===== src/rtl/batch_2_sdiv_seq.sv =====
// Radix-2 restoring divider: signed dividend / unsigned divisor, one quotient bit per clock.
// Define BATCH_2_SDIV_REM_EN to add the signed remainder output `rem`.
module batch_2_sdiv_seq #(
  parameter int din0_WIDTH = 35,
  parameter int din1_WIDTH = 9
) (
  input  logic                  ap_clk,
  input  logic                  ap_rst_n,
  input  logic                  din_vld,
  output logic                  din_rdy,
  input  logic [din0_WIDTH-1:0] din0,
  input  logic [din1_WIDTH-1:0] din1,
  output logic                  dout_vld,
  input  logic                  dout_rdy,
  output logic [din0_WIDTH-1:0] dout,
`ifdef BATCH_2_SDIV_REM_EN
  output logic [din1_WIDTH-1:0] rem,
`endif
  output logic                  dbz
);

  localparam int W  = din0_WIDTH;
  localparam int D  = din1_WIDTH;
  localparam int CW = $clog2(din0_WIDTH);

  typedef enum logic [1:0] {IDLE, CALC, FIX, DONE} state_t;

  state_t         state_q, state_d;
  logic [CW-1:0]  cnt_q, cnt_d;
  logic [W-1:0]   dvd_q, dvd_d;
  logic [D-1:0]   rem_acc_q, rem_acc_d;
  logic [D-1:0]   divisor_q, divisor_d;
  logic           neg_q, neg_d;
  logic           din_rdy_q, din_rdy_d;
  logic           dout_vld_q, dout_vld_d;
  logic [W-1:0]   dout_q, dout_d;
  logic           dbz_q, dbz_d;
`ifdef BATCH_2_SDIV_REM_EN
  logic [D-1:0]   rem_q, rem_d;
`endif
  logic [D:0]     partial;

  // dvd_q starts as |dividend| and is shifted left, collecting quotient bits in its LSBs.
  always_comb begin
    state_d    = state_q;
    cnt_d      = cnt_q;
    dvd_d      = dvd_q;
    rem_acc_d  = rem_acc_q;
    divisor_d  = divisor_q;
    neg_d      = neg_q;
    din_rdy_d  = din_rdy_q;
    dout_vld_d = dout_vld_q;
    dout_d     = dout_q;
    dbz_d      = dbz_q;
`ifdef BATCH_2_SDIV_REM_EN
    rem_d      = rem_q;
`endif
    partial    = {rem_acc_q, dvd_q[W-1]};

    case (state_q)
      IDLE: begin
        din_rdy_d = 1'b1;
        if (din_vld && din_rdy_q) begin
          neg_d     = din0[W-1];
          dvd_d     = din0[W-1] ? (W'(0) - din0) : din0;
          divisor_d = din1;
          rem_acc_d = '0;
          cnt_d     = CW'(W - 1);
          din_rdy_d = 1'b0;
          if (din1 == '0) begin
            state_d    = DONE;
            dout_vld_d = 1'b1;
            dbz_d      = 1'b1;
            dout_d     = din0[W-1] ? {1'b1, {(W-1){1'b0}}} : {1'b0, {(W-1){1'b1}}};
`ifdef BATCH_2_SDIV_REM_EN
            rem_d      = '0;
`endif
          end else begin
            state_d = CALC;
          end
        end
      end
      CALC: begin
        if (partial >= {1'b0, divisor_q}) begin
          rem_acc_d = D'(partial - {1'b0, divisor_q});
          dvd_d     = {dvd_q[W-2:0], 1'b1};
        end else begin
          rem_acc_d = partial[D-1:0];
          dvd_d     = {dvd_q[W-2:0], 1'b0};
        end
        cnt_d = cnt_q - CW'(1);
        if (cnt_q == '0) state_d = FIX;
      end
      FIX: begin
        dout_d     = neg_q ? (W'(0) - dvd_q) : dvd_q;
`ifdef BATCH_2_SDIV_REM_EN
        rem_d      = neg_q ? (D'(0) - rem_acc_q) : rem_acc_q;
`endif
        dbz_d      = 1'b0;
        dout_vld_d = 1'b1;
        state_d    = DONE;
      end
      DONE: begin
        if (dout_rdy) begin
          dout_vld_d = 1'b0;
          din_rdy_d  = 1'b1;
          state_d    = IDLE;
        end
      end
      default: state_d = IDLE;
    endcase
  end

  always_ff @(posedge ap_clk or negedge ap_rst_n) begin
    if (!ap_rst_n) begin
      state_q    <= IDLE;
      cnt_q      <= '0;
      dvd_q      <= '0;
      rem_acc_q  <= '0;
      divisor_q  <= '0;
      neg_q      <= 1'b0;
      din_rdy_q  <= 1'b0;
      dout_vld_q <= 1'b0;
      dout_q     <= '0;
      dbz_q      <= 1'b0;
`ifdef BATCH_2_SDIV_REM_EN
      rem_q      <= '0;
`endif
    end else begin
      state_q    <= state_d;
      cnt_q      <= cnt_d;
      dvd_q      <= dvd_d;
      rem_acc_q  <= rem_acc_d;
      divisor_q  <= divisor_d;
      neg_q      <= neg_d;
      din_rdy_q  <= din_rdy_d;
      dout_vld_q <= dout_vld_d;
      dout_q     <= dout_d;
      dbz_q      <= dbz_d;
`ifdef BATCH_2_SDIV_REM_EN
      rem_q      <= rem_d;
`endif
    end
  end

  assign din_rdy  = din_rdy_q;
  assign dout_vld = dout_vld_q;
  assign dout     = dout_q;
  assign dbz      = dbz_q;
`ifdef BATCH_2_SDIV_REM_EN
  assign rem      = rem_q;
`endif

endmodule


===== config.mk =====
export PLATFORM = sky130hd
export DESIGN_NAME = batch_2_sdiv_seq
export DESIGN_NICKNAME = d
export VERILOG_FILES = /design/src/rtl/batch_2_sdiv_seq.sv
export SDC_FILE = /design/constraint.sdc
export NUM_CORES = 1
export LEC_CHECK = 0
export BUFFER_PORTS_ARGS = -buffer_cell sky130_fd_sc_hd__buf_4
export CORE_MARGIN = 2
export CORE_UTILIZATION = 45
export CTS_CLUSTER_DIAMETER = 50
export DETAILED_ROUTE_END_ITERATION = 8
export HOLD_SLACK_MARGIN = 0.05
export SYNTH_ARGS = -nofsm -noshare
export SYNTH_HDL_FRONTEND = slang
export SYNTH_SLANG_ARGS = --single-unit
export TNS_END_PERCENT = 1

===== constraint.sdc =====
create_clock -name ap_clk -period 2.5 [get_ports ap_clk]
set_input_delay 0.75 -clock ap_clk [delete_from_list [all_inputs] [get_ports ap_clk]]
set_output_delay 0.75 -clock ap_clk [all_outputs]
set_load 0.05 [all_outputs]

==> run_results.csv, run 1 <==
group,metric,value,unit
final_layout,stdcell_count,986,
critical_path,critPathCaptureType,"register",
clocking,clock_sinks,100,
final_layout,multi_input_area,3700,µm²
timing,fin_crit,2.54,ns
logic_synthesis,synth_seq_area_share,39.3,%
clocking,cts_made_buffers,9,
place,dp_hpwl,13100,µm
logic_synthesis,synth_seq_cells,100,
final_layout,final_util,58.0,%
timing,fin_hold_ws,0.379,ns
timing,rsz0062_at_grt,"yes",
clocking,cts_root_buf,"clkbuf_16",
logic_synthesis,yosys_warnings,0,
floorplanning,fp.dieW,123,µm
final_layout,syn_to_final_growth,26.0,%
final_layout,layout.nets,867,
detailed_routing,drtAntennaViolNets,0,
final_layout,diodes,0,
global_routing,grt_max_degree,42,
floorplanning,io_pins,86,
timing,fmax,394,MHz
detailed_routing,post-route-drc-count,0,
worst_hold_path,hold_path.class,"in2async",
outcome,status,"finished with violations",
clocking,clock_latency,0.36,ns
outcome,violations,"negative setup slack",
logic_synthesis,synth_top_area_cell,"dfrtp_1",
floorplanning,initial_utilization,46.0,%
timing,finClkSkew,0.00738,ns
pwr,p_leak,3.55,nW
clocking,cts_hold_buf,0,
logic_synthesis,async_reset_ff_share,100,%
timing,worst_pin_slew,0.644,ns
timing,worst_slack,-0.0368,ns
detailed_routing,wl_per_cell,18.2,µm
global_routing,first_global_vias,5775,
critical_path,cp_max_fo,19,
logic_synthesis,synth_top_area_share,39.3,%
logic_synthesis,synth_common_cells,"dfrtp_1 (100), o21ai_0 (77), xor2_1 (49), clkbuf_1 (42)",
global_routing,grtUsageTotal,24.5,%
place,dp_cells,970,
logic_synthesis,syn-num-nets,755,
global_routing,antenna_found_initial,0,
logic_synthesis,synth_ff_type,"dfrtp_1",
critical_path,crit_required,2.73,ns
logic_synthesis,yosysMostFrequentCell,"dfrtp_1",
critical_path,critPathArrivalTime,2.77,ns
clocking,clk_transition_reported_paths,0.07,ns
flow_run,drv_cap,0,
clocking,htreeDepth,3,
critical_path,critPathKind,"in2reg",
timing,slew_viol_final,0,
floorplanning,die_height,123,µm
pwr,powerDensity,1400,nW/µm²
detailed_routing,routed_wl,18000,µm
final_layout,final_cell_area,8020,µm²
place,gp_congestion,0.940,
floorplanning,core_area,13800,µm²
timing,setup_violations,3,
final_layout,register_area,2500,µm²
logic_synthesis,ys_types,63,
critical_path,setup.worst_path.start_class,"primary input",
final_layout,layout-drive-gt1-share,24.9,%
place,portBuffers,85,
clocking,cts_tree,"done",
clocking,cts_setup_buffers,0,
logic_synthesis,synth_area_leaders,"dfrtp_1 (39%), xor2_1 (6.7%), o21ai_0 (6.1%)",
place,placed_cell_area,7560,µm²
floorplanning,rows,43,
detailed_routing,drt_first_pass_iters,5,
global_routing,grt_pass1_wl,28700,µm
detailed_routing,vias,5908,
logic_synthesis,synth.cell_area,6360,µm²
global_routing,grt-ovfl-total,0,
detailed_routing,drt_iter0_drc,369,
clocking,clk_path_buf_depth,2,
logic_synthesis,syn-instance-count,689,
logic_synthesis,postSynthAreaPerCell,9.24,µm²
logic_synthesis,synth_edf_count,0,
floorplanning,dieArea,15100,µm²
final_layout,num-fill-cells,1212,
timing,max_slew_margin,56.9,%
pwr,ir_drop,0.787,mV
detailed_routing,viasPerCell,5.99,
timing,finalHoldViolations,0,
timing,period_share,101,%
[registers in the layout (all words and copies together) (netlist names)]
signal     flops
dvd_q         35
state_q        2
dout          35
rem_acc_q      9
dbz            1
cnt_q          6
divisor_q      9
din_rdy        1
dout_vld       1
neg_q          1
[path summary, 6_finish.rpt]
check	from	endpoint	slack [ns]	depth (start not counted)
max	din0[13]	dvd_q[26]	-0.04	7
min	ap_rst_n	dvd_q[24]	0.38	1
max reg2reg	dvd_q[34]	rem_acc_q[6]	0.13	9
min reg2reg	dout[1]	dout[1]	0.48	1
max in group asynchronous	ap_rst_n	cnt_q[2]	1.50	2
min in group ap_clk	dout[1]	dout[1]	0.48	1
[report_power, final]
part	switching, mW	leakage, nW	internal, mW
clock network	0.653	0.148	0.883
registers	0.672	1.22	2.38
logic	4.06	2.18	2.54
[per-stage QoR]
stage | power [mW] | setup TNS (ns) | setup slack (ns)
after CTS | 11.2 | -0.133 | -0.0333
after global routing | 12.0 | -0.493 | -0.0803
after floorplan | 7.52 | -2.69 | -0.185
final | 11.2 | -0.0878 | -0.0368
after detailed placement | 9.59 | -6.99 | -0.556
after global placement | 9.45 | -6.22 | -0.443
[placed cells by master (no fill, tap or decap), types with 9 or more instances in the layout]
cell | netlist | layout
buf_4 | 0 | 142
nor4_1 | 9 | 9
nand4_1 | 9 | 9
xor2_1 | 49 | 49
xnor2_1 | 10 | 10
nor2b_1 | 9 | 9
mux2_2 | 10 | 10
nor2_1 | 32 | 32
a21oi_1 | 21 | 20
o31ai_1 | 21 | 20
a21o_1 | 9 | 9
clkbuf_16 | 0 | 9
nand2_1 | 34 | 34
nand3_1 | 22 | 22
a22oi_1 | 34 | 34
dfrtp_1 | 100 | 100
inv_1 | 26 | 26
o21ai_0 | 77 | 75
or3_1 | 10 | 10
nor3_1 | 17 | 17
o41ai_1 | 22 | 13
ha_1 | 17 | 17
and4b_1 | 9 | 9
[repair_timing]
item / in CTS / in global routing
endpoints found under the setup margin: 10 / 16
resized for setup: 13 / 8
pin swaps: 1 / 1
gates cloned: 0 / 0
[cells by family (layout without fill, tap and decap cells)]
logic type	count (synthesis)	after routing	share of synthesized area [%]
AOI/OAI and AO/OA	231	231	24.8
xor gates and xnor gates	59	59	8.12
adders and majority gates	18	18	3.66
buffers and inverters	72	189	4.50
DFF	100	100	39.3
muxes	15	15	2.56
and+or+nand+nor	194	194	17.1
[area by class of cell]
| type | instances | area share, % |
|---|---|---|
| multi-input combinational | 517 | 46.2 |
| clock buffer | 9 | 2.81 |
| tap | 180 | 2.81 |
| timing repair buffer | 147 | 14.5 |
| clock inverter | 7 | 1.25 |
| inverter | 26 | 1.22 |
| sequential | 100 | 31.2 |
[routing by layer]
layer / global-route usage, % / up-vias / routed length [µm]
li1: - / 2820 / -
met1: 30.5 / 2898 / 7700
met2: 41.7 / 162 / 9000
met3: 4.66 / 28 / 863
met4: 9.63 / 0 / 408
met5: 0 / - / 0
[worst max-delay path, cell delays in order]
cell	delay, ns
buf_4	0.11
or4_4	0.55
or4b_4	0.51
buf_12	0.18
o41ai_4	0.35
xor2_1	0.22
o21ai_1	0.08
Note: power is estimated with default switching activity, not from simulation.
==> inputs of run 2 (changes only) <==
- CORE_UTILIZATION: 45 -> 55
- PLACE_DENSITY: default -> 0.77
- SKIP_LAST_GASP: default -> 1
==> run_results.csv, run 2 (synthesized netlist as in run 1, its figures left out) <==
group,metric,value,unit
timing,rsz0062_at_grt,"yes",
global_routing,antenna_found_initial,0,
timing,max_slew_margin,58.2,%
critical_path,setup.worst_path.start_class,"primary input",
clocking,cts_setup_buffers,0,
critical_path,critPathCaptureType,"register",
place,dp_cells,930,
clocking,clk_transition_reported_paths,0.07,ns
floorplanning,dieArea,12400,µm²
final_layout,layout-drive-gt1-share,24.0,%
timing,setup_violations,6,
clocking,cts_root_buf,"clkbuf_16",
critical_path,cp_max_fo,18,
pwr,ir_drop,1.07,mV
final_layout,final_cell_area,7950,µm²
detailed_routing,viasPerCell,6.35,
pwr,finalPower,11.4,mW
final_layout,diodes,0,
floorplanning,initial_utilization,56.0,%
clocking,cts_tree,"done",
clocking,clock_sinks,100,
final_layout,num-fill-cells,863,
timing,fmax,393,MHz
timing,worst_slack,-0.0477,ns
place,dp_hpwl,12100,µm
timing,finalHoldViolations,0,
detailed_routing,vias,6007,
final_layout,stdcell_count,946,
final_layout,final_common_cell,"buf_4",
global_routing,first_global_vias,5752,
timing,fin_crit,2.55,ns
final_layout,layout.nets,864,
floorplanning,fp.dieW,112,µm
outcome,status,"finished with violations",
clocking,htreeDepth,3,
critical_path,crit_required,2.72,ns
floorplanning,rows,39,
clocking,cts_made_buffers,9,
timing,fin_hold_ws,0.405,ns
critical_path,r2r_end,"dout[33]",
detailed_routing,drt_iter0_drc,472,
outcome,violations,"negative setup slack",
timing,slew_viol_final,0,
detailed_routing,post-route-drc-count,0,
global_routing,use_met1,36.5,%
critical_path,critPathArrivalTime,2.77,ns
clocking,clock_latency,0.35,ns
timing,period_share,102,%
critical_path,r2r-start,"dvd_q[14]",
pwr,p_leak,3.53,nW
timing,fin_setup_tns,-0.125,ns
global_routing,grt_pass1_wl,28100,µm
critical_path,critPathKind,"in2reg",
final_layout,final_util,69.9,%
place,place_ws,-0.460,ns
detailed_routing,drt_first_pass_iters,7,
final_layout,syn_to_final_growth,24.9,%
detailed_routing,drtAntennaViolNets,0,
place,placed_cell_area,7500,µm²
floorplanning,core_area,11400,µm²
pwr,powerDensity,1440,nW/µm²
timing,finClkSkew,0.00794,ns
clocking,cts_hold_buf,0,
timing,worst_pin_slew,0.621,ns
detailed_routing,routed_wl,16800,µm
clocking,clk_path_buf_depth,2,
worst_hold_path,hold_path.class,"in2async",
floorplanning,die_height,112,µm
place,portBuffers,85,
final_layout,final_cell_mix,"buf_4 (138), dfrtp_1 (100), o21ai_0 (76)",
global_routing,grt-ovfl-total,0,
critical_path,reg2regPathDepth,6,
place,gp_congestion,0.881,
floorplanning,io_pins,86,
global_routing,met2_usage,47.0,%
detailed_routing,wl_per_cell,17.8,µm
global_routing,grt_max_degree,48,
global_routing,grtUsageTotal,27.6,%
critical_path,rrSetupSlack,0.06,ns
global_routing,met3_usage,3.59,%
flow_run,drv_cap,0,
global_routing,grt.busiest_layer,"met2",
==> run 2: changes by cell type in the layout (fill, tap and decap cells not counted), sizes merged <==
cell      previous run  this run
clkbuf               9        10
buf                147       144
bufinv               2         4
clkinvlp             3         0
==> run 2: routing by layer <==
| layer | vias to the layer above | share of wire, % | routed length (µm) |
|---|---|---|---|
| met3 | 30 | 5.7 | 953 |
| met1 | 2945 | 42 | 7080 |
| li1 | 2804 | - | - |
| met2 | 228 | 50 | 8450 |
| met5 | - | 0 | 0 |
| met4 | 0 | 2.1 | 357 |
==> run 2: what timing repair did <==
action | 4_1_cts | 5_1_grt
setup endpoints to repair | 9 | 23
resized for setup | 6 | 6
pin swaps | 0 | 0
==> run 2: worst max-delay path, stage by stage <==
cell and delay, ns:
buf_4 0.11, or4_4 0.53, or4b_1 0.49, buf_6 0.20
o41ai_2 0.39, xor2_1 0.18, o21ai_0 0.10
==> run 2: worst max path at each step <==
| stage | startpoint | end | slack [ns] | depth (start not counted) |
|---|---|---|---|---|
| after floorplan | din0[13] | dvd_q[18] | -0.19 | 7 |
| after global placement | din0[13] | dvd_q[32] | -0.38 | 7 |
| after detailed placement | din0[13] | dvd_q[28] | -0.46 | 7 |
| after CTS | din0[13] | dvd_q[31] | -0.05 | 7 |
| after global routing | din0[13] | dvd_q[30] | -0.11 | 7 |
| final | din0[13] | dvd_q[28] | -0.05 | 7 |
==> run 2: final cells by class <==
class                           count  area [µm²]  share of cell area (%)
Inverter                           26        97.6                    1.23
Clock buffer                       10         229                    2.88
Sequential cell                   100        2500                    31.5
Clock inverter                      6         134                    1.68
Multi-Input combinational cell    517        3660                    46.0
Tap cell                          143         179                    2.25
Timing Repair Buffer              144        1150                    14.4
==> run 2: power by group <==
group | switching, mW | total, mW | internal [mW]
clock | 0.626 | 1.71 | 1.08
sequential | 0.714 | 3.09 | 2.38
combinational | 4.05 | 6.63 | 2.58
